==> config.mk <==
export PLATFORM = sky130hd
export DESIGN_NAME = vblank_scheduler
export DESIGN_NICKNAME = d
export VERILOG_FILES = /design/src/rtl/vblank_scheduler.sv
export SDC_FILE = /design/constraint.sdc
export NUM_CORES = 1
export LEC_CHECK = 0
export CAP_MARGIN = 25
export CORE_MARGIN = 3
export CORE_UTILIZATION = 45
export CTS_CLUSTER_SIZE = 14
export DETAILED_ROUTE_END_ITERATION = 10
export DONT_BUFFER_PORTS = 1
export HOLD_SLACK_MARGIN = 0.02
export PLACE_DENSITY = 0.66
export SETUP_SLACK_MARGIN = 0.1
export SLEW_MARGIN = 0
export SYNTH_ARGS = -nofsm -noshare
export SYNTH_HDL_FRONTEND = slang
export SYNTH_SLANG_ARGS = --single-unit
==> constraint.sdc <==
create_clock -name clk_i -period 2.1 [get_ports clk_i]
set_input_delay 0.105 -clock clk_i [delete_from_list [all_inputs] [get_ports clk_i]]
set_output_delay 0.105 -clock clk_i [all_outputs]
set_load 0.1 [all_outputs]
==> src/rtl/vblank_scheduler.sv <==
// vblank_scheduler: grants the blanking-window update slot to one object at a time.
// The window opens on the rising edge of animate and closes on the rising edge of blank_end.
// Requesters are served round-robin from a start index that rotates every frame.
// Each grant ends on done, on a MAX_GRANT-cycle timeout, or when the window closes.
module vblank_scheduler #(
    parameter int unsigned N_REQ     = 4,
    parameter int unsigned MAX_GRANT = 1024
) (
    input  logic             clk_i,
    input  logic             rst_ni,
    input  logic             animate_i,
    input  logic             blank_end_i,
    input  logic [N_REQ-1:0] req_i,
    input  logic [N_REQ-1:0] done_i,
    output logic [N_REQ-1:0] grant_o,
    output logic             busy_o,
    output logic             window_done_o,
    output logic             overrun_o,
    output logic [N_REQ-1:0] timeout_o,
    output logic [15:0]      frame_cnt_o
);

    localparam int unsigned IW = (N_REQ > 1) ? $clog2(N_REQ) : 1;
    localparam int unsigned TW = (MAX_GRANT > 1) ? $clog2(MAX_GRANT) : 1;
    localparam logic [TW-1:0] TimerLast = TW'(MAX_GRANT - 1);
    localparam logic [IW-1:0] IdxLast   = IW'(N_REQ - 1);

    typedef enum logic [1:0] {StIdle, StScan, StGrant} state_e;

    state_e           state_q, state_d;
    logic             animate_q, blank_end_q;
    logic [N_REQ-1:0] served_q, served_d;
    logic [N_REQ-1:0] timeout_q, timeout_d;
    logic [N_REQ-1:0] grant_q, grant_d;
    logic [15:0]      frame_cnt_q, frame_cnt_d;
    logic [IW-1:0]    rr_ptr_q, rr_ptr_d;
    logic [IW-1:0]    base_q, base_d;
    logic [IW-1:0]    g_q, g_d;
    logic [TW-1:0]    timer_q, timer_d;
    logic             window_done_q, window_done_d;
    logic             overrun_q, overrun_d;

    logic             open, close;
    logic [N_REQ-1:0] eligible;
    logic             found;
    logic [IW-1:0]    pick_idx;

    assign open  = animate_i & ~animate_q;
    assign close = blank_end_i & ~blank_end_q;

    // Round-robin search for the first unserved requester, starting at this frame's base.
    always_comb begin : pick
        int unsigned idx;
        idx      = 0;
        eligible = req_i & ~served_q;
        found    = 1'b0;
        pick_idx = '0;
        for (int unsigned i = 0; i < N_REQ; i++) begin
            idx = i + 32'(base_q);
            if (idx >= N_REQ) idx = idx - N_REQ;
            if (!found && eligible[idx]) begin
                found    = 1'b1;
                pick_idx = IW'(idx);
            end
        end
    end

    // Next-state and registered-output logic; close outranks every other transition.
    always_comb begin
        state_d       = state_q;
        served_d      = served_q;
        timeout_d     = timeout_q;
        frame_cnt_d   = frame_cnt_q;
        rr_ptr_d      = rr_ptr_q;
        base_d        = base_q;
        g_d           = g_q;
        timer_d       = timer_q;
        grant_d       = '0;
        window_done_d = 1'b0;
        overrun_d     = 1'b0;
        unique case (state_q)
            StIdle: begin
                if (open) begin
                    served_d    = '0;
                    timeout_d   = '0;
                    frame_cnt_d = frame_cnt_q + 16'd1;
                    base_d      = rr_ptr_q;
                    rr_ptr_d    = (rr_ptr_q == IdxLast) ? '0 : rr_ptr_q + IW'(1);
                    state_d     = StScan;
                end
            end
            StScan: begin
                if (close) begin
                    overrun_d = 1'b1;
                    state_d   = StIdle;
                end else if (found) begin
                    g_d               = pick_idx;
                    timer_d           = '0;
                    grant_d[pick_idx] = 1'b1;
                    state_d           = StGrant;
                end else begin
                    window_done_d = 1'b1;
                    state_d       = StIdle;
                end
            end
            StGrant: begin
                if (close) begin
                    overrun_d = 1'b1;
                    state_d   = StIdle;
                end else if (done_i[g_q]) begin
                    served_d[g_q] = 1'b1;
                    state_d       = StScan;
                end else if (timer_q == TimerLast) begin
                    served_d[g_q]  = 1'b1;
                    timeout_d[g_q] = 1'b1;
                    state_d        = StScan;
                end else begin
                    timer_d       = timer_q + TW'(1);
                    grant_d[g_q]  = 1'b1;
                end
            end
            default: state_d = StIdle;
        endcase
    end

    // State and output registers; animate_q resets high so a level already high at
    // reset release is not taken as an edge.
    always_ff @(posedge clk_i or negedge rst_ni) begin
        if (!rst_ni) begin
            state_q       <= StIdle;
            animate_q     <= 1'b1;
            blank_end_q   <= 1'b0;
            served_q      <= '0;
            timeout_q     <= '0;
            grant_q       <= '0;
            frame_cnt_q   <= '0;
            rr_ptr_q      <= '0;
            base_q        <= '0;
            g_q           <= '0;
            timer_q       <= '0;
            window_done_q <= 1'b0;
            overrun_q     <= 1'b0;
        end else begin
            state_q       <= state_d;
            animate_q     <= animate_i;
            blank_end_q   <= blank_end_i;
            served_q      <= served_d;
            timeout_q     <= timeout_d;
            grant_q       <= grant_d;
            frame_cnt_q   <= frame_cnt_d;
            rr_ptr_q      <= rr_ptr_d;
            base_q        <= base_d;
            g_q           <= g_d;
            timer_q       <= timer_d;
            window_done_q <= window_done_d;
            overrun_q     <= overrun_d;
        end
    end

    assign grant_o       = grant_q;
    assign busy_o        = (state_q != StIdle);
    assign window_done_o = window_done_q;
    assign overrun_o     = overrun_q;
    assign timeout_o     = timeout_q;
    assign frame_cnt_o   = frame_cnt_q;

endmodule
==> results.py <==
metrics = {
    "synth": {
        "synth_top_area_cell": "dfrtp_1",
        "synth-edff-count": 0,
        "async_reset_ff_share_pct": 100,
        "synth.cell_area_um2": 2390,
        "ys_seq_area_share_pct": 52.3,
        "synth.most_common_cell": "dfrtp_1",
        "synth_area_leaders": "dfrtp_1 51%, xnor2_1 4.8%, ha_1 3.7%, a21oi_1 3.3%, nor2_1 3.3%",
        "ys_types": 39,
        "yosys-top-cells-count": "49 x dfrtp_1, 21 x nor2_1, 16 x a21oi_1, 16 x nand2_1, 14 x inv_1",
        "synth_cells": 230,
        "ys_warn_count": 0,
        "synth_seq_cells": 50,
        "synth_top_area_share_pct": 51.2,
        "avgSynthCellArea_um2": 10.4,
        "ys.flop_type": "dfrtp_1",
        "syn_nets": 249,
    },
    "power": {
        "total_power_mw": 3.77,
        "ir_worst_vdd_uv": 1260,
        "p_leak_nw": 1.35,
        "powerDensity_nw_per_um2": 1250,
    },
    "global_routing": {
        "grt_pass1_vias": 1879,
        "antenna_found_initial": 0,
        "grt_use_total_pct": 18.4,
        "globalRoute.totalOverflow": 0,
        "grt_max_degree": 51,
        "grt_pass1_wl_um": 8990,
    },
    "clocking": {
        "cts_sinks": 50,
        "cts_root_buffer": "clkbuf_8",
        "clockBufferDepth": 2,
        "cts_buffers": 5,
        "clk_pin_slew_ps": 90,
        "clkLatencyLatePin_ps": 300,
        "h-tree-depth": 2,
        "cts_tree": "built",
    },
    "routing": {
        "vias": 1826,
        "ant_nets": 0,
        "route.detailed.drc": 0,
        "drt_wl_total_um": 5140,
        "wl_per_cell_um": 15.0,
        "firstDrtPassIters": 6,
        "drt-initial-drc-count": 109,
        "vias_per_cell": 5.34,
    },
    "run_status": {
        "status": "finished, violations left",
        "violations": "setup timing",
    },
    "sta": {
        "hold_slack_ps": 95.4,
        "rsz0062_at_grt": "true",
        "drv_slew": 0,
        "min_period_over_period_pct": 101,
        "finClkSkew_ps": 5.76,
        "hold_viol_final": 0,
        "setup_tns_ps": -14.9,
        "setup_ws_ps": -14.4,
        "finalSetupViolCount": 2,
        "fmax_mhz": 473,
        "slew_headroom_pct": 41.0,
        "fin_crit_ps": 2110,
        "worst_pin_slew_ps": 885,
    },
    "final_layout": {
        "final_nets": 293,
        "post-route-util_pct": 60.8,
        "drive_above_1_share_pct": 27.6,
        "instances_no_fill": 342,
        "area_growth_syn_to_layout_pct": 25.5,
        "insertedDiodeCount": 0,
    },
    "setup_path": {
        "worst-path-buf-inv": 0,
        "critPathMaxFanout": 12,
        "cpPeakStageDelay_ps": 450,
        "critical-path-top-delay-family": "compound AO/OA/AOI/OAI gates",
        "path_class": "reg2reg",
        "worst-endpoint-arrival_ps": 2350,
        "start_kind": "register",
        "cp_cell_sequence": "ha_1, and3_2, a311oi_4, o221ai_4, or4_1, a21oi_1",
        "end_kind": "register",
        "crit_slowest_cell": "or4_1",
        "r2r_slack_ps": -10,
        "required_ps": 2330,
    },
    "die": {
        "die_h_um": 79.0,
        "die_area_um2": 6230,
        "core_um2": 4940,
        "dieWidth_um": 79.0,
        "rows": 25,
        "start_util_pct": 48.5,
        "io_pins": 39,
    },
    "worst_hold_path": {
        "min_path_type": "in2reg",
    },
    "flow_run": {
        "maxCapViolCount": 0,
    },
    "placed_design": {
        "gp_congestion": 0.806,
        "hpwl_um": 3720,
        "dp.cells": 328,
        "portBuffers": 0,
    },
}
-- area by class of cell --
class | count | area (µm²)
repair buffers | 42 | 343
inverters | 14 | 56.3
well taps | 67 | 83.8
clock buffers | 6 | 82.6
multi-input cells | 161 | 1120
fillers | 439 | 1940
clock inverters | 2 | 60.1
flip-flops and latches | 50 | 1260
-- flip-flops by register name, summed over array words and instances (netlist names) --
signal         count
animate_q          1
timer_q           10
rr_ptr_q           2
overrun_o          1
served_q           4
base_q             2
frame_cnt_o       16
state_q            2
grant_o            4
timeout_o          4
g_q                2
blank_end_q        1
window_done_o      1
-- repair_timing --
action,CTS,global route
gates cloned,0,0
endpoints found under the hold margin,52,0
hold buffers,4,0
pin swaps,1,1
gates resized for setup,4,3
setup buffers,2,0
endpoints found under the setup margin,7,15
-- worst reg2reg max path, cell delays in order, from the launching register on --
cell	delay, ps
dfrtp_1	420
ha_1	210
and3_2	230
a311oi_4	350
o221ai_4	210
or4_1	450
a21oi_1	160
-- kinds of logic after synthesis --
logic type	count (synthesis)	synth area share, %
buf+inv	19	3.29
mux	7	3.71
flops	50	52.3
compound gates	44	12.5
simple gates	88	19.0
fa+ha+maj	7	3.66
xor+xnor	15	5.49
-- power breakdown --
| part | switching, mW | total [mW] | internal (mW) |
|---|---|---|---|
| sequential | 0.267 | 1.39 | 1.13 |
| combinational | 1.03 | 1.55 | 0.527 |
| clock | 0.312 | 0.819 | 0.508 |
-- cell usage in the layout (no fill, tap or decap), types with 3 or more instances in the layout --
master / synthesis / layout
nand2_1: 16 / 16
dfrtp_2: 0 / 9
o21ai_0: 6 / 6
dfrtp_1: 49 / 40
a31oi_1: 3 / 3
nand2b_1: 3 / 3
mux2_2: 5 / 5
ha_1: 7 / 7
nand4_1: 6 / 6
nand3_1: 10 / 10
or4_1: 8 / 8
clkbuf_8: 0 / 6
inv_1: 14 / 13
buf_4: 0 / 38
nor3_1: 6 / 5
dlygate4sd3_1: 0 / 3
xnor2_1: 13 / 13
nor2_1: 21 / 20
a21oi_1: 16 / 15
nor2b_1: 6 / 5
o31ai_1: 6 / 6
-- metal layers --
metal  vias up  share of wire, %  GRT usage (%)
met1       874                46           24.8
met3         7               3.5           3.74
met2        37                49           29.9
li1        908                 -              -
met4         0               1.5           6.19
met5         -                 0              0
-- per-stage QoR --
step	area, µm²	setup WS, ps
floorplan	2420	103
global placement	2750	38.7
detailed placement	2750	-61.3
CTS	2990	-32.1
global route	3010	-131
finish	3010	-14.4
-- worst paths after layout --
check,start,cells after the start,endpoint
max in group asynchronous,rst_ni,2,animate_q
worst min register to register,served_q[2],2,served_q[2]
worst min-delay path,animate_i,3,state_q[0]
min in group asynchronous,rst_ni,2,timer_q[0]
worst max-delay path,timer_q[0],6,timer_q[9]
worst max register to register,timer_q[0],6,timer_q[9]
(Power assumes the default switching activity.)
